## src/rtl/lemming_pkg.sv

```systemverilog
// Shared types and defaults for the lemming walker environment model.
// Input one-hot order is {walk_left, walk_right, aaah, digging}.
package lemming_pkg;

  localparam int unsigned DEF_COLS       = 16;
  localparam int unsigned DEF_MAX_LVL    = 7;
  localparam int unsigned DEF_DIG_CYCLES = 2;
  localparam int unsigned DEF_START_X    = 8;
  localparam int unsigned DEF_SPLAT_LIM  = 4;

  typedef logic [3:0] fsm_in_t;

  typedef enum logic [3:0] {
    IN_IDLE  = 4'b0000,
    IN_DIG   = 4'b0001,
    IN_AAAH  = 4'b0010,
    IN_RIGHT = 4'b0100,
    IN_LEFT  = 4'b1000
  } fsm_cmd_e;

  // True when two or more FSM outputs are high at once.
  function automatic logic multi_hot(input fsm_in_t v);
    return (v & (v - 4'd1)) != 4'd0;
  endfunction

endpackage

```

## src/rtl/lemming_terrain.sv

```systemverilog
// Per-column floor depth store: one cfg write port, one dig-increment port,
// and two combinational read ports (current column and its neighbour).
module lemming_terrain
  import lemming_pkg::*;
#(
  parameter int unsigned COLS    = DEF_COLS,
  parameter int unsigned MAX_LVL = DEF_MAX_LVL,
  parameter int unsigned XW      = 4,
  parameter int unsigned YW      = 3
)(
  input  logic          clk,
  input  logic          reset_n,
  input  logic          cfg_we,
  input  logic [XW-1:0] cfg_x,
  input  logic [YW-1:0] cfg_lvl,
  input  logic          inc_en,
  input  logic [XW-1:0] inc_x,
  input  logic [XW-1:0] rd_x,
  input  logic [XW-1:0] rd_nx,
  output logic [YW-1:0] dug_x,
  output logic [YW-1:0] dug_nx
);

  localparam logic [XW:0] COLS_V = (XW + 1)'(COLS);

  logic [YW-1:0] dug [COLS];

  always_ff @(posedge clk) begin
    if (!reset_n) begin
      for (int unsigned i = 0; i < COLS; i++) dug[i] <= '0;
    end else begin
      if (inc_en && ({1'b0, inc_x} < COLS_V)) dug[inc_x] <= dug[inc_x] + YW'(1);
      // Later assignment: a cfg write beats a dig increment on the same column.
      if (cfg_we && ({1'b0, cfg_x} < COLS_V)) dug[cfg_x] <= cfg_lvl;
    end
  end

  assign dug_x  = ({1'b0, rd_x}  < COLS_V) ? dug[rd_x]  : '0;
  assign dug_nx = ({1'b0, rd_nx} < COLS_V) ? dug[rd_nx] : '0;

endmodule

```

## src/rtl/lemming_world.sv

```systemverilog
// Closed-loop terrain/position model feeding the lemming walker FSM.
// Define LEMMING_WORLD_SPLAT_EN to include fall counting and splat/freeze.
module lemming_world
  import lemming_pkg::*;
#(
  parameter int unsigned COLS       = DEF_COLS,
  parameter int unsigned MAX_LVL    = DEF_MAX_LVL,
  parameter int unsigned DIG_CYCLES = DEF_DIG_CYCLES,
  parameter int unsigned START_X    = DEF_START_X,
  parameter int unsigned SPLAT_LIM  = DEF_SPLAT_LIM,
  localparam int unsigned XW = (COLS > 1) ? $clog2(COLS) : 1,
  localparam int unsigned YW = (MAX_LVL > 0) ? $clog2(MAX_LVL + 1) : 1
)(
  input  logic          clk,
  input  logic          reset_n,
  input  logic          walk_left,
  input  logic          walk_right,
  input  logic          aaah,
  input  logic          digging,
  input  logic          cfg_we,
  input  logic [XW-1:0] cfg_x,
  input  logic [YW-1:0] cfg_lvl,
  output logic          bump_left,
  output logic          bump_right,
  output logic          ground,
  output logic [XW-1:0] x_pos,
  output logic [YW-1:0] y_pos,
  output logic          splat,
  output logic          err
);

  localparam int unsigned   DW       = $clog2(DIG_CYCLES + 1);
  localparam logic [XW-1:0] X_MAX    = XW'(COLS - 1);
  localparam logic [XW-1:0] X_START  = XW'(START_X);
  localparam logic [YW-1:0] Y_MAX    = YW'(MAX_LVL);
  localparam logic [DW-1:0] DIG_LAST = DW'(DIG_CYCLES - 1);

  if (DIG_CYCLES == 0 || START_X >= COLS || SPLAT_LIM >= 65536) begin : g_bad_params
    $error("lemming_world: unsupported parameter set");
  end

  fsm_in_t       cmd;
  logic [XW-1:0] x, x_n, nx;
  logic [YW-1:0] y, y_n, dug_x, dug_nx, cfg_sat;
  logic [DW-1:0] dig_cnt, dig_n;
  logic          bl_n, br_n, err_n, inc_en, frozen;

`ifdef LEMMING_WORLD_SPLAT_EN
  localparam int unsigned   FW       = $clog2(SPLAT_LIM + 2);
  localparam logic [FW-1:0] FALL_SAT = FW'(SPLAT_LIM + 1);
  localparam logic [FW-1:0] FALL_LIM = FW'(SPLAT_LIM);
  logic [FW-1:0] fall_cnt, fall_n;
  logic          splat_q, splat_n;
  assign frozen = splat_q;
  assign splat  = splat_q;
`else
  assign frozen = 1'b0;
  assign splat  = 1'b0;
`endif

  assign cmd     = {walk_left, walk_right, aaah, digging};
  assign nx      = walk_left ? x - XW'(1) : x + XW'(1);
  assign cfg_sat = (cfg_lvl > Y_MAX) ? Y_MAX : cfg_lvl;
  assign ground  = (y == dug_x);
  assign x_pos   = x;
  assign y_pos   = y;

  lemming_terrain #(.COLS(COLS), .MAX_LVL(MAX_LVL), .XW(XW), .YW(YW)) u_terrain (
    .clk    (clk),
    .reset_n(reset_n),
    .cfg_we (cfg_we),
    .cfg_x  (cfg_x),
    .cfg_lvl(cfg_sat),
    .inc_en (inc_en),
    .inc_x  (x),
    .rd_x   (x),
    .rd_nx  (nx),
    .dug_x  (dug_x),
    .dug_nx (dug_nx)
  );

  always_comb begin
    x_n    = x;
    y_n    = y;
    dig_n  = dig_cnt;
    bl_n   = 1'b0;
    br_n   = 1'b0;
    err_n  = err;
    inc_en = 1'b0;
`ifdef LEMMING_WORLD_SPLAT_EN
    fall_n  = fall_cnt;
    splat_n = splat_q;
`endif
    if (multi_hot(cmd)) begin
      err_n = 1'b1;
    end else if (!frozen) begin
      dig_n = '0;
      case (cmd)
        IN_LEFT: if (ground) begin
          if (x == '0 || dug_nx < y) bl_n = 1'b1;
          else                       x_n  = x - XW'(1);
        end
        IN_RIGHT: if (ground) begin
          if (x == X_MAX || dug_nx < y) br_n = 1'b1;
          else                          x_n  = x + XW'(1);
        end
        IN_AAAH: begin
          if (!ground) begin
            y_n = y + YW'(1);
`ifdef LEMMING_WORLD_SPLAT_EN
            if (fall_cnt != FALL_SAT) fall_n = fall_cnt + FW'(1);
`endif
          end else begin
`ifdef LEMMING_WORLD_SPLAT_EN
            if (fall_cnt > FALL_LIM) splat_n = 1'b1;
            fall_n = '0;
`endif
          end
        end
        IN_DIG: if (ground && dug_x < Y_MAX) begin
          if (dig_cnt == DIG_LAST) inc_en = 1'b1;
          else                     dig_n  = dig_cnt + DW'(1);
        end
        default: ;
      endcase
    end
    // Clamp against the column the lemming ends up in, keeping y <= dug[x].
    if (cfg_we && cfg_x == x_n && cfg_sat < y_n) y_n = cfg_sat;
  end

  always_ff @(posedge clk) begin
    if (!reset_n) begin
      x          <= X_START;
      y          <= '0;
      dig_cnt    <= '0;
      bump_left  <= 1'b0;
      bump_right <= 1'b0;
      err        <= 1'b0;
`ifdef LEMMING_WORLD_SPLAT_EN
      fall_cnt   <= '0;
      splat_q    <= 1'b0;
`endif
    end else begin
      x          <= x_n;
      y          <= y_n;
      dig_cnt    <= dig_n;
      bump_left  <= bl_n;
      bump_right <= br_n;
      err        <= err_n;
`ifdef LEMMING_WORLD_SPLAT_EN
      fall_cnt   <= fall_n;
      splat_q    <= splat_n;
`endif
    end
  end

endmodule

```

## config.mk

```make
export PLATFORM = sky130hd
export DESIGN_NAME = lemming_world
export DESIGN_NICKNAME = d
export VERILOG_FILES = /design/src/rtl/lemming_pkg.sv /design/src/rtl/lemming_terrain.sv /design/src/rtl/lemming_world.sv
export SDC_FILE = /design/constraint.sdc
export NUM_CORES = 1
export LEC_CHECK = 0
export ABC_AREA = 0
export CORE_MARGIN = 1.5
export CORE_UTILIZATION = 40
export DETAILED_ROUTE_END_ITERATION = 7
export PLACE_DENSITY_LB_ADDON = 0.3
export SYNTH_ARGS = -nofsm -noshare
export SYNTH_HDL_FRONTEND = slang
export SYNTH_HIERARCHICAL = 1
export SYNTH_SLANG_ARGS = --single-unit
```

## constraint.sdc

```tcl
create_clock -name clk -period 7.15 [get_ports clk]
set_input_delay 0.715 -clock clk [delete_from_list [all_inputs] [get_ports clk]]
set_output_delay 0.715 -clock clk [all_outputs]
set_load 0.05 [all_outputs]
```

== Word level (Yosys, flattened, before mapping) ==
Memory sizes are Yosys's and may differ from the RTL's. A register that Yosys moved wholly into a read port is not among the register bits.
Cells that the tools add are included.

* Word-level logic and storage cells: 76
* Memories: 1
* Memory bits (writable): 48
* Bits of input ports: 14
* Register bits: 12
* Output and inout bits: 12

* Order comparisons: 4
* Reduce and logical (&&, ||, !) cells: 11
* Muxes and demuxes: 35
* Eq/ne operators: 8
* Bitwise logic cells: 5
* Add/sub/neg operators: 6

{| class="wikitable"
|+ Memories
! memory !! depth !! width !! read ports !! clocked after Yosys merged registers in !! write ports !! line !! source
|-
| u_terrain.dug || 16 || 3 || 2 || 1 || 16 || lemming_terrain.sv:26 || <nowiki>logic [YW-1:0] dug [COLS];</nowiki>
|}

{| class="wikitable"
|+ Operators by type and width
! cell !! number
|-
| two-way mux 4 bit || 9
|-
| two-way mux 3 bit || 7
|-
| two-way mux 1 bit || 15
|-
| == test 4 bit, second input constant || 2
|-
| case mux 4 bit (2 select lines) || 1
|-
| OR reduction 4 bit || 2
|-
| subtractor 4 x 1 -> 4 bit, second input constant || 2
|-
| adder 3 x 1 -> 3 bit, second input constant || 2
|-
| less-than comparator 3 bit || 2
|-
| two-way mux 2 bit || 3
|-
| OR reduction 3 bit || 2
|-
| adder 4 x 1 -> 4 bit, second input constant || 1
|-
| bitwise AND 4 bit || 1
|-
| == test 4 x 1 -> 1 bit, second input constant || 1
|-
| == test 4 x 2 -> 1 bit, second input constant || 1
|-
| == test 4 x 3 -> 1 bit, second input constant || 1
|-
| == test 4 bit || 1
|-
| logical NOT 4 bit || 1
|-
| inverter 1 bit || 4
|-
| nonzero test 4 bit || 1
|-
| == test 3 bit || 1
|-
| > comparator 3 bit, second input constant || 1
|-
| logical AND 1 bit || 3
|-
| less-than comparator 3 bit, second input constant || 1
|-
| 3 further kinds || 4
|}

== Logic depth before layout (Yosys ltp) ==
Gate-level depths: netlist of the first run.
An unclocked memory read counts as a cell.

* Depth in word-level cells: 13
* Depth in mapped cells: 16
* Gate-level depth less buffers: 15

== By module ==
The synthesis of the first run kept the hierarchy.

{| class="wikitable"
|+ By module, submodules not included
! module !! sequential area each (um^2) !! times used !! area each (um^2) !! cells an instance
|-
| lemming_terrain || 1441.4 || 1 || 3751.1 || 334
|-
| lemming_world || 240.2 || 1 || 1184.9 || 144
|}

== Worst setup path before layout of the first run ==
Ideal clock, no wire load.

* Path type: register -> register
* Start: register x[0], in the netlist x_pos[0]
* End: memory u_terrain.dug[1][0], enable pin
* Path buffers: 1
* Period minus slack after synthesis: 4.915 ns
* Data arrival time: 4.608 ns
* Required time: 6.843 ns
* Setup slack: 2.235 ns
* Library setup time: 0.307 ns
* Cell stages (with the launch flop): 12
* Path through: dfxtp_1 > buf_6 > mux4_2 > a22oi_1 > nand3_1 > xor2_1 > nor3_1 > nand3_1 > nor3b_1 > and4b_1 > nand2_1 > nand3b_1

{| class="wikitable"
|+ RTL lines
! element !! line !! source
|-
| start: declaration || lemming_world.sv:43 || <nowiki>logic [XW-1:0] x, x_n, nx;</nowiki>
|-
| start signal: assignment || lemming_world.sv:144 || <nowiki>x <= x_n;</nowiki>
|-
| end: declaration || lemming_terrain.sv:26 ||
|}

== Final worst setup path of the first run ==
* Start: register x[0], in the netlist x_pos[0]
* End: register y[1], in the netlist y_pos[1]

* Cells in the longest elaborated chain, start to end: 13
* Elaborated cells between the ends (all ways): 19
* Classes of those cells: 2 x add/sub; 1 x order compare; 2 x eq/ne; 8 x mux; 5 x reduce/logical; 1 x memory

{| class="wikitable"
|+ RTL lines
! element !! line !! source
|-
| adder 4 x 1 -> 4 bit / subtractor 4 x 1 -> 4 bit (equally long branches) || lemming_world.sv:62 || <nowiki>assign nx = walk_left ? x - XW'(1) : x + XW'(1);</nowiki>
|-
| two-way mux 4 bit (*) || lemming_world.sv:62 ||
|-
| named net nx[1] || lemming_world.sv:43 ||
|-
| memory (16 x 3 bit) (*) || n/a ||
|-
| named net dug_nx[2] || lemming_world.sv:44 || <nowiki>logic [YW-1:0] y, y_n, dug_x, dug_nx, cfg_sat;</nowiki>
|-
| less-than comparator 3 bit (*) || lemming_world.sv:100, lemming_world.sv:104 ||
|-
| logical OR 1 bit, on equally long branches || lemming_world.sv:104, lemming_world.sv:100 ||
|-
| two-way mux 4 bit, on equally long branches || lemming_world.sv:104, lemming_world.sv:100 ||
|-
| two-way mux 4 bit, on equally long branches || lemming_world.sv:103, lemming_world.sv:99 ||
|-
| case mux 4 bit (2 select lines) (*) || lemming_world.sv:98 || <nowiki>case (cmd)</nowiki>
|-
| two-way mux 4 bit (*) || lemming_world.sv:94 || <nowiki>if (multi_hot(cmd)) begin</nowiki>
|-
| == test 4 bit (*) || lemming_world.sv:128 || <nowiki>if (cfg_we && cfg_x == x_n && cfg_sat < y_n) y_n = cfg_sat;</nowiki>
|-
| logical AND 1 bit (*) (2 in a row) || lemming_world.sv:128 ||
|-
| two-way mux 3 bit (*) || lemming_world.sv:128 ||
|-
| end signal: assignment || lemming_world.sv:145 || <nowiki>y <= y_n;</nowiki>
|-
| end: declaration || lemming_world.sv:44 ||
|}

The timed path passes the listed nets; every way through them passes the cells marked *.
A chain may end at the register's enable or synchronous reset.

==> load_flow_metrics.sql, run 1 <==
INSERT INTO impl_metrics (metric_group, metric, value, unit) VALUES
('grt', 'number_of_antenna_violations_at_the_first_check_in_global_routing', '0', ''),
('timing', 'timing.final.crit_share', '74.3', '%'),
('cts', 'clk-insertion-delay-late', '0.34', 'ns'),
('outcome', 'run_status', 'complete, no violations', ''),
('timing', 'fmax', '188', 'MHz'),
('grt', 'grt_overflow_total', '0', ''),
('grt', 'first_global_vias', '3978', ''),
('routing', 'drt_pre_antenna_iters', '5', ''),
('grt', 'grt_pass1_wl', '22400', 'um'),
('die', 'core_area', '12000', 'um2'),
('yosys', 'synth-async-reset-ratio', '0', '%'),
('cts', 'postCtsSetupRepairBufs', '0', ''),
('routing', 'route.vias.total', '4129', ''),
('timing', 'tns', '0', 'ns'),
('timing', 'setup_violations', '0', ''),
('placed_design', 'finalWeightedCongestion', '0.894', ''),
('yosys', 'synth-xor-area-share', '4.44', '%'),
('die', 'fp-row-count', '40', ''),
('yosys', 'post_synth_most_frequent_cells', 'sky130_fd_sc_hd__nand3_1 (64), sky130_fd_sc_hd__edfxtp_1 (48), sky130_fd_sc_hd__o31ai_1 (47), sky130_fd_sc_hd__nand2_1 (34), sky130_fd_sc_hd__mux4_2 (32)', ''),
('timing', 'timing.hold.ws', '0.471', 'ns'),
('die', 'io_pins', '26', ''),
('pwr', 'seqPwrFrac', '42.6', '%'),
('yosys', 'synthDominantAreaCellType', 'sky130_fd_sc_hd__edfxtp_1', ''),
('layout', 'num-nets-final', '498', ''),
('yosys', 'post_synth.cell_area_avg', '10.3', 'um2'),
('yosys', 'ys.flop_type', 'sky130_fd_sc_hd__edfxtp_1', ''),
('worst_setup_path', 'worst_path_dominant_cell_family', 'compound AO/OA/AOI/OAI gates', ''),
('die', 'initial_utilization', '41.1', '%'),
('cts', 'cts-htree-levels', '3', ''),
('timing', 'max-slew-margin-rel', '16.8', '%'),
('yosys', 'synth_cell_type_count', '60', ''),
('worst_setup_path', 'path_cells', 'inv_1, ha_1, xor2_1, mux4_2, a22oi_1, nand3_1, ha_1, a21oi_1, o21ai_4, a31o_2, a221oi_1, a21oi_1, nand3_2, mux2_4', ''),
('yosys', 'synth_compound_area_share', '14.1', '%'),
('routing', 'route.final.wire_length', '14500', 'um'),
('flow_run', 'maxCapViolCount', '0', ''),
('placed_design', 'io_buffer_count', '24', ''),
('cts', 'cts_resized', '0', ''),
('yosys', 'synth.top_cells.by_area', 'sky130_fd_sc_hd__edfxtp_1 (29%), sky130_fd_sc_hd__mux4_2 (15%), sky130_fd_sc_hd__o31ai_1 (7.1%)', ''),
('grt', 'grt.total_usage', '22.9', '%'),
('worst_setup_path', 'critical_path.max_stage_delay', '0.98', 'ns'),
('layout', 'final_design_area_no_fill', '5440', 'um2'),
('yosys', 'synth_top_family_by_area', 'simple AND/OR/NAND/NOR gates', ''),
('timing', 'rsz_0062_raised_after_global_routing', 'false', ''),
('pwr', 'p_leak', '1.83', 'nW'),
('yosys', 'yosys_warnings', '6', ''),
('placed_design', 'hpwl', '10500', 'um'),
('die', 'die_w', '114', 'um'),
('routing', 'drcViolationCount', '0', ''),
('pwr', 'netSwitchingFraction', '29.0', '%'),
('pwr', 'ir_worst_vdd', '0.108', 'mV'),
('pwr', 'power-per-cell-area', '179', 'nW/um2'),
('cts', 'longest_clk_path_bufs', '2', ''),
('yosys', 'synth_top_area_share', '29.2', '%'),
('pwr', 'total_power', '0.000972', 'W'),
('grt', 'pin_count_of_the_biggest_net_entering_global_routing', '35', ''),
('worst_setup_path', 'cp_data_required_time', '7.37', 'ns'),
('placed_design', 'postPlaceCellArea', '5170', 'um2'),
('yosys', 'synth-simple-area-share', '23.2', '%'),
('yosys', 'synth.area.mux_share', '16.9', '%'),
('cts', 'cts_made_buffers', '9', ''),
('worst_setup_path', 'crit_path_max_fanout', '34', ''),
('pwr', 'clock_share_of_power', '40.6', '%'),
('cts', 'clkTransAtPathRegs', '0.06', 'ns'),
('cts', 'cts_hold_repair.buffers', '0', ''),
('worst_hold_path', 'worst_hold_path_type', 'reg2reg', ''),
('routing', 'post_drt_via_cell_ratio', '6.57', ''),
('layout', 'fillCellCount', '1131', ''),
('worst_setup_path', 'critical_path.endpoint_type', 'flop', ''),
('routing', 'dr.first_iter.drc_count', '463', ''),
('yosys', 'post-synth-top-count-cell', 'sky130_fd_sc_hd__nand3_1', ''),
('timing', 'period_minus_slack', '5.31', 'ns');
-- worst register-to-register path: cells and delay by family (launching register included) --
kind,cells,cell delay [ns]
AO/OA/AOI/OAI,6,1.42
flip-flops,1,0.91
adder cells (fa/ha/maj),2,0.72
XOR/XNOR,1,0.98
buffers and inverters,1,0.17
multiplexers,2,0.73
AND/OR/NAND/NOR,2,0.25
-- layer usage --
layer | vias up | wire, um | global-route usage, %
met4 | 0 | 266 | 6.33
met1 | 2030 | 6390 | 31.8
met5 | - | 0 | 0
met2 | 201 | 6660 | 36.1
li1 | 1867 | - | -
met3 | 31 | 1230 | 4.98
-- metrics by stage --
step	utilization, %	setup WS, ns
floorplan	-	2.24
global placement	43.0	1.95
detailed placement	43.0	1.81
CTS	45.3	1.77
global route	45.3	1.39
finish	45.3	1.84
-- logic make-up (layout without fill, tap and decap cells) --
logic type	count (synthesis)	after routing
adder cells (fa/ha/maj)	9	9
AO/OA/AOI/OAI	89	89
buffers and inverters	48	51
XOR/XNOR	25	25
flip-flops	60	60
other	1	1
multiplexers	43	43
AND/OR/NAND/NOR	203	203
-- area by class of cell --
type	instances	share of cell area (%)
clock inverters	7	0.782
multi-input cells	370	55.4
repair buffers	27	4.83
clock buffers	9	4.14
well taps	147	3.38
flip-flops and latches	60	30.9
inverters	8	0.552
-- sequential cells by signal, summed over array words and instances (netlist names) --
register,count
err,1
dig_cnt,2
x_pos,4
y_pos,3
u_terrain/dug,48
bump_right,1
bump_left,1
-- placed cells by master, fill, tap and decap left out, types with 9 or more instances in the layout --
| master | instances |
|---|---|
| sky130_fd_sc_hd__mux2i_1 | 10 |
| sky130_fd_sc_hd__xnor2_1 | 11 |
| sky130_fd_sc_hd__nand3b_1 | 16 |
| sky130_fd_sc_hd__nand3_1 | 64 |
| sky130_fd_sc_hd__dfxtp_1 | 11 |
| sky130_fd_sc_hd__clkdlybuf4s50_1 | 24 |
| sky130_fd_sc_hd__nand2_1 | 34 |
| sky130_fd_sc_hd__mux4_2 | 32 |
| sky130_fd_sc_hd__nor2_1 | 24 |
| sky130_fd_sc_hd__xor2_1 | 14 |
| sky130_fd_sc_hd__o31ai_1 | 47 |
| sky130_fd_sc_hd__clkbuf_16 | 9 |
| sky130_fd_sc_hd__and2_1 | 19 |
| sky130_fd_sc_hd__edfxtp_1 | 48 |
| sky130_fd_sc_hd__a22oi_1 | 10 |
| sky130_fd_sc_hd__nor2b_1 | 10 |
-- power by group through the flow --
stage | registers [W] | logic [W] | clock network [W]
floorplan | 0.000414 | 0.000115 | 0
global placement | 0.000420 | 0.000157 | 0
detailed placement | 0.000420 | 0.000159 | 0
CTS | 0.000413 | 0.000161 | 0.000400
global route | 0.000415 | 0.000175 | 0.000414
finish | 0.000414 | 0.000163 | 0.000395
-- final timing paths --
kind,start,end,cells after the start
min reg2reg,dig_cnt[1]$_SDFFE_PN0N_,dig_cnt[1]$_SDFFE_PN0N_,1
max reg2reg,x_pos[0]$_SDFF_PN0_,y_pos[1]$_SDFF_PN0_,14
min,dig_cnt[1]$_SDFFE_PN0N_,dig_cnt[1]$_SDFFE_PN0N_,1
max,x_pos[0]$_SDFF_PN0_,y_pos[1]$_SDFF_PN0_,14
No activity file was read; power rests on OpenSTA's default activity.
==> run 2: changes to the inputs <==
==> constraint.sdc (replaced) <==
create_clock -name clk -period 5.2 [get_ports clk]
set_input_delay 0.52 -clock clk [delete_from_list [all_inputs] [get_ports clk]]
set_output_delay 0.52 -clock clk [all_outputs]
set_load 0.05 [all_outputs]
==> run 2 against run 1 <==
Clock power up 58%; first-iteration DRC count down 4.3%; die area unchanged; clock-buffer cell count up 2; critical path type unchanged; critical endpoint unchanged; largest cell class unchanged; largest power group is now the clock network.
==> load_flow_metrics.sql, run 2 (synthesized netlist as in run 1, its figures left out) <==
INSERT INTO impl_metrics (metric_group, metric, value, unit) VALUES
('layout', 'largest_register_ffs', '48', ''),
('layout', 'num-nets-final', '502', ''),
('grt', 'pin_count_of_the_biggest_net_entering_global_routing', '35', ''),
('timing', 'timing.final.crit_share', '80.6', '%'),
('routing', 'dr.first_iter.drc_count', '443', ''),
('layout', 'fillCellCount', '1142', ''),
('timing', 'tns', '0', 'ns'),
('layout', 'layout-area-overhead-vs-synth', '11.6', '%'),
('routing', 'drt_pre_antenna_iters', '5', ''),
('die', 'die_w', '114', 'um'),
('placed_design', 'pre_cts_slack', '0.856', 'ns'),
('worst_setup_path', 'setup.worst_path.class', 'reg2reg', ''),
('cts', 'cts_root_buf', 'sky130_fd_sc_hd__clkbuf_16', ''),
('placed_design', 'io_buffer_count', '24', ''),
('pwr', 'p_leak', '1.87', 'nW'),
('placed_design', 'finalWeightedCongestion', '0.923', ''),
('worst_setup_path', 'cp-startpoint', 'x_pos[0]$_SDFF_PN0_', ''),
('grt', 'number_of_antenna_violations_at_the_first_check_in_global_routing', '0', ''),
('timing', 'report.final.slew_viol_count', '0', ''),
('timing', 'post-route-worst-setup-slack', '1.01', 'ns'),
('layout', 'multiInputGateArea', '3010', 'um2'),
('grt', 'grt.total_usage', '22.8', '%'),
('worst_setup_path', 'critical_path.endpoint_type', 'flop', ''),
('pwr', 'total_power', '0.00142', 'W'),
('die', 'die_area', '13000', 'um2'),
('routing', 'post_drt_via_cell_ratio', '6.64', ''),
('timing', 'hold_viol_final', '0', ''),
('worst_setup_path', 'critical_path_arrival', '4.41', 'ns'),
('timing', 'rsz_0062_raised_after_global_routing', 'false', ''),
('cts', 'longest_clk_path_bufs', '2', ''),
('timing', 'fmax', '239', 'MHz'),
('die', 'io_pins', '26', ''),
('die', 'die_y', '114', 'um'),
('cts', 'cts-htree-levels', '3', ''),
('cts', 'tritoncts_clock_tree', 'yes', ''),
('pwr', 'power-per-cell-area', '258', 'nW/um2'),
('worst_hold_path', 'min_to', 'dig_cnt[1]$_SDFFE_PN0N_', ''),
('worst_setup_path', 'timing.rr.start', 'x_pos[0]$_SDFF_PN0_', ''),
('layout', 'drive_gt1_share', '13.8', '%'),
('routing', 'wl_per_cell', '22.8', 'um'),
('flow_run', 'maxCapViolCount', '0', ''),
('die', 'fp-row-count', '40', ''),
('routing', 'route.vias.total', '4195', ''),
('layout', 'commonest_cells_after_routing_fill_and_taps_aside', 'sky130_fd_sc_hd__nand3_1 (64), sky130_fd_sc_hd__edfxtp_1 (48), sky130_fd_sc_hd__o31ai_1 (47)', ''),
('cts', 'postCtsSetupRepairBufs', '0', ''),
('cts', 'clock_net_sink_count', '60', ''),
('layout', 'max_flop_register', 'u_terrain/dug', ''),
('routing', 'route.final.wire_length', '14400', 'um'),
('grt', 'grt_pass1_wl', '22100', 'um'),
('layout', 'diodes', '0', ''),
('grt', 'grt_overflow_total', '0', ''),
('timing', 'slew_at_the_pin_closest_to_its_max_slew_limit', '1.09', 'ns'),
('worst_setup_path', 'critPathLaunchType', 'flop', ''),
('outcome', 'run_status', 'complete, no violations', ''),
('cts', 'cts_hold_repair.buffers', '0', ''),
('worst_setup_path', 'worstRegToRegCells', '13', ''),
('timing', 'period_minus_slack', '4.19', 'ns'),
('timing', 'setup_violations', '0', ''),
('cts', 'cts_made_buffers', '9', ''),
('worst_setup_path', 'reg2reg_setup_slack', '1.01', 'ns'),
('timing', 'max-slew-margin-rel', '27.1', '%'),
('die', 'core_area', '12000', 'um2'),
('worst_setup_path', 'cp_data_required_time', '5.42', 'ns'),
('routing', 'drcViolationCount', '0', ''),
('placed_design', 'hpwl', '10500', 'um'),
('pwr', 'ir_worst_vdd', '0.133', 'mV'),
('routing', 'drt.antenna.violating_nets', '0', ''),
('layout', 'sequential_cell_area', '1680', 'um2'),
('worst_hold_path', 'hold_startpoint', 'dig_cnt[1]$_SDFFE_PN0N_', ''),
('timing', 'final.setup_skew', '0.0116', 'ns'),
('timing', 'timing.hold.ws', '0.472', 'ns'),
('worst_setup_path', 'worstReg2RegEnd', 'y_pos[1]$_SDFF_PN0_', ''),
('worst_hold_path', 'hold_depth', '1', ''),
('layout', 'layout.cells.most_common', 'sky130_fd_sc_hd__nand3_1', ''),
('cts', 'clk-insertion-delay-late', '0.34', 'ns'),
('die', 'initial_utilization', '41.1', '%'),
('grt', 'first_global_vias', '4056', ''),
('cts', 'clkTransAtPathRegs', '0.06', 'ns'),
('worst_hold_path', 'worst_hold_path_type', 'reg2reg', ''),
('worst_setup_path', 'crit_path_max_fanout', '29', ''),
('cts', 'cts_resized', '0', '');
run 2: cell types whose count changed in the layout (fill, tap and decap cells not counted), sizes merged:
cell / previous run / this run
clkinv: 4 / 3
buf: 3 / 7
clkinvlp: 2 / 0
bufinv: 0 / 2
clkbuf: 9 / 11
inv: 9 / 8
run 2: layer usage:
metal / GRT usage [%] / vias to the layer above / share of wire [%]
met5: 0 / - / 0
met4: 10.2 / 0 / 3.7
met3: 5.08 / 45 / 9.1
met2: 35.9 / 253 / 46
met1: 30.3 / 2030 / 41
li1: - / 1867 / -
run 2: layout make-up:
cell class                 instances  share of cell area (%)
multi-input combinational        370                    54.6
clock buffer                      11                    4.22
timing repair buffer              31                    5.31
sequential                        60                    30.5
clock inverter                     5                    1.39
tap                              147                    3.34
inverter                           8                   0.545
run 2: critical path, stage by stage, from the launching register on:
cell and delay (ns):
sky130_fd_sc_hd__dfxtp_2 0.38, sky130_fd_sc_hd__buf_4 0.41, sky130_fd_sc_hd__mux4_2 0.57, sky130_fd_sc_hd__a22oi_1 0.22
sky130_fd_sc_hd__nand3_1 0.21, sky130_fd_sc_hd__xor2_1 0.21, sky130_fd_sc_hd__o311ai_1 0.53, sky130_fd_sc_hd__mux2i_1 0.31
sky130_fd_sc_hd__ha_1 0.26, sky130_fd_sc_hd__o21ai_0 0.14, sky130_fd_sc_hd__a21oi_1 0.07, sky130_fd_sc_hd__a21oi_1 0.26
sky130_fd_sc_hd__nand3_2 0.17, sky130_fd_sc_hd__mux2_4 0.32
run 2: how the worst max path moves through the flow:
stage               slack [ns]                       endpoint
detailed placement        0.86            y_pos[1]$_SDFF_PN0_
finish                    1.01            y_pos[1]$_SDFF_PN0_
global placement          0.96            y_pos[1]$_SDFF_PN0_
floorplan                 0.29  u_terrain/dug[1][0]$_DFFE_PP_
global route              0.68            y_pos[1]$_SDFF_PN0_
CTS                       1.01            y_pos[1]$_SDFF_PN0_
run 2: per-stage QoR:
| stage | area [um2] | utilization (%) | instances |
|---|---|---|---|
| 3_5_place_dp | 5200 | 43.3 | 616 |
| 3_3_place_gp | 5200 | 43.3 | 616 |
| 4_1_cts | 5510 | 45.9 | 632 |
| 6_report | 5510 | 45.9 | 632 |
| 2_1_floorplan | 4940 | - | 478 |
| 5_1_grt | 5510 | 45.9 | 632 |
run 2: power breakdown:
group | total [W] | switching, W | leakage [nW] | internal [W]
Combinational | 0.000227 | 0.000139 | 1.17 | 0.0000876
Clock | 0.000625 | 0.000209 | 0.149 | 0.000417
Sequential | 0.000568 | 0.0000248 | 0.555 | 0.000543
==> run 3: changes to the inputs <==
==> constraint.sdc (replaced) <==
create_clock -name clk -period 4.2 [get_ports clk]
set_input_delay 0.42 -clock clk [delete_from_list [all_inputs] [get_ports clk]]
set_output_delay 0.42 -clock clk [all_outputs]
set_load 0.05 [all_outputs]
==> run 3 against run 2 <==
Core utilization increased by 0.64 points; wire length up 1.9%; register-to-register slack worse by 0.73 ns; clock power grew 15%; largest cell class unchanged; critical path type unchanged; worst setup slack worse by 0.73 ns; first-iteration DRC count rose by 21%; design area rose by 1.4%; critical path depth rose by 2; sequential power rose by 24%; sequential cell count stayed put; highest routed layer unchanged.
==> load_flow_metrics.sql, run 3 (synthesized netlist as in run 1, its figures left out) <==
INSERT INTO impl_metrics (metric_group, metric, value, unit) VALUES
('timing', 'max-slew-margin-rel', '29.3', '%'),
('timing', 'period_minus_slack', '3.92', 'ns'),
('layout', 'drive_gt1_share', '15.8', '%'),
('timing', 'timing.hold.ws', '0.469', 'ns'),
('die', 'initial_utilization', '41.1', '%'),
('worst_hold_path', 'worst_hold_path_type', 'reg2reg', ''),
('routing', 'dr.first_iter.drc_count', '538', ''),
('flow_run', 'maxCapViolCount', '0', ''),
('layout', 'diodes', '0', ''),
('pwr', 'p_leak', '1.91', 'nW'),
('layout', 'num-nets-final', '510', ''),
('worst_setup_path', 'critical_path.endpoint_type', 'flop', ''),
('layout', 'layout-area-overhead-vs-synth', '13.2', '%'),
('die', 'core_area', '12000', 'um2'),
('timing', 'tns', '0', 'ns'),
('worst_hold_path', 'hold_startpoint', 'dig_cnt[1]$_SDFFE_PN0N_', ''),
('worst_setup_path', 'crit_path_max_fanout', '12', ''),
('cts', 'tritoncts_clock_tree', 'yes', ''),
('routing', 'route.vias.total', '4229', ''),
('die', 'die_w', '114', 'um'),
('cts', 'cts_hold_repair.buffers', '0', ''),
('cts', 'cts_made_buffers', '9', ''),
('placed_design', 'finalWeightedCongestion', '0.904', ''),
('pwr', 'ir_worst_vdd', '0.192', 'mV'),
('placed_design', 'io_buffer_count', '24', ''),
('worst_setup_path', 'setup.worst_path.class', 'reg2reg', ''),
('pwr', 'power-per-cell-area', '306', 'nW/um2'),
('die', 'die_area', '13000', 'um2'),
('layout', 'commonest_cells_after_routing_fill_and_taps_aside', 'sky130_fd_sc_hd__nand3_1 (64), sky130_fd_sc_hd__edfxtp_1 (48), sky130_fd_sc_hd__o31ai_1 (47)', ''),
('routing', 'wl_per_cell', '22.9', 'um'),
('timing', 'hold_viol_final', '0', ''),
('die', 'fp-row-count', '40', ''),
('timing', 'setup_violations', '0', ''),
('timing', 'timing.final.crit_share', '93.3', '%'),
('routing', 'drt_pre_antenna_iters', '5', ''),
('cts', 'cts_root_buf', 'sky130_fd_sc_hd__clkbuf_16', ''),
('cts', 'cts-htree-levels', '3', ''),
('grt', 'grt_pass1_wl', '22500', 'um'),
('routing', 'drcViolationCount', '0', ''),
('outcome', 'run_status', 'complete, no violations', ''),
('grt', 'first_global_vias', '4066', ''),
('grt', 'pin_count_of_the_biggest_net_entering_global_routing', '34', ''),
('layout', 'largest_register_ffs', '48', ''),
('grt', 'grt_overflow_total', '0', ''),
('worst_setup_path', 'timing.rr.start', 'x_pos[1]$_SDFF_PN0_', ''),
('cts', 'longest_clk_path_bufs', '2', ''),
('timing', 'fmax', '255', 'MHz'),
('layout', 'fillCellCount', '1108', ''),
('worst_setup_path', 'cp_data_required_time', '4.42', 'ns'),
('timing', 'rsz_0062_raised_after_global_routing', 'false', ''),
('layout', 'max_flop_register', 'u_terrain/dug', ''),
('cts', 'clk-insertion-delay-late', '0.33', 'ns'),
('layout', 'layout.cells.most_common', 'sky130_fd_sc_hd__nand3_1', ''),
('grt', 'grt.total_usage', '23.1', '%'),
('routing', 'drt.antenna.violating_nets', '0', ''),
('die', 'die_y', '114', 'um'),
('cts', 'clkTransAtPathRegs', '0.05', 'ns'),
('pwr', 'total_power', '0.00171', 'W'),
('cts', 'clock_net_sink_count', '60', ''),
('grt', 'number_of_antenna_violations_at_the_first_check_in_global_routing', '0', ''),
('worst_setup_path', 'cp-startpoint', 'x_pos[1]$_SDFF_PN0_', ''),
('die', 'io_pins', '26', ''),
('timing', 'slew_at_the_pin_closest_to_its_max_slew_limit', '1.06', 'ns'),
('routing', 'post_drt_via_cell_ratio', '6.61', ''),
('placed_design', 'hpwl', '10800', 'um'),
('timing', 'final.setup_skew', '0.00572', 'ns'),
('timing', 'report.final.slew_viol_count', '0', ''),
('worst_setup_path', 'critPathLaunchType', 'flop', ''),
('routing', 'route.final.wire_length', '14700', 'um'),
('worst_setup_path', 'critical_path_arrival', '4.14', 'ns');
[run 3: repair_timing]
action / in CTS / in global routing
gates resized for setup: 0 / 2
buffers inserted: 0 / 0
endpoints found under the setup margin: 0 / 1
[run 3: worst paths after layout]
path	cells after the start	to	slack [ns]
setup reg to reg	15	y_pos[1]$_SDFF_PN0_	0.28
hold / removal	1	dig_cnt[1]$_SDFFE_PN0N_	0.47
setup / recovery	15	y_pos[1]$_SDFF_PN0_	0.28
hold reg to reg	1	dig_cnt[1]$_SDFFE_PN0N_	0.47
[run 3: layout make-up]
type	count	area (um2)	area share, %
clock buffer	13	240	4.30
clock inverter	3	38.8	0.694
inverter	8	30.0	0.538
multi-input combinational	370	3030	54.3
sequential	60	1680	30.2
tap	147	184	3.29
timing repair buffer	39	378	6.77
[run 3: metrics by stage]
| stage | instances | cell area [um2] | util (%) | worst slack [ns] |
|---|---|---|---|---|
| finish | 640 | 5590 | 46.5 | 0.283 |
| CTS | 640 | 5570 | 46.4 | 0.230 |
| floorplan | 478 | 4940 | - | 0.0496 |
| global placement | 624 | 5290 | 44.1 | 0.131 |
| detailed placement | 624 | 5290 | 44.1 | 0.106 |
| global route | 640 | 5590 | 46.5 | 0.0465 |
[run 3: report_power, final]
part	internal [W]	switching, W
logic	0.000115	0.000173
registers	0.000673	0.0000298
clock network	0.000457	0.000263
total	0.00124	0.000466
[run 3: critical path: stages (launching register included)]
cell,delay [ns]
sky130_fd_sc_hd__dfxtp_2,0.39
sky130_fd_sc_hd__inv_1,0.10
sky130_fd_sc_hd__ha_1,0.42
sky130_fd_sc_hd__xor2_2,0.22
sky130_fd_sc_hd__buf_12,0.17
sky130_fd_sc_hd__mux4_2,0.30
sky130_fd_sc_hd__a22oi_1,0.19
sky130_fd_sc_hd__nand3_1,0.11
sky130_fd_sc_hd__ha_1,0.29
sky130_fd_sc_hd__a21oi_1,0.27
sky130_fd_sc_hd__o21ai_4,0.15
sky130_fd_sc_hd__a31o_2,0.22
sky130_fd_sc_hd__a221oi_1,0.38
sky130_fd_sc_hd__a21oi_1,0.16
sky130_fd_sc_hd__nand3_2,0.14
sky130_fd_sc_hd__mux2_4,0.30
[run 3: per-layer routing]
| metal | GRT usage, % | vias up | wire length, um |
|---|---|---|---|
| met5 | 0 | - | 0 |
| met4 | 9.75 | 0 | 325 |
| met3 | 4.76 | 32 | 1170 |
| met2 | 38.3 | 231 | 7110 |
| met1 | 29.6 | 2082 | 6050 |
| li1 | - | 1884 | - |
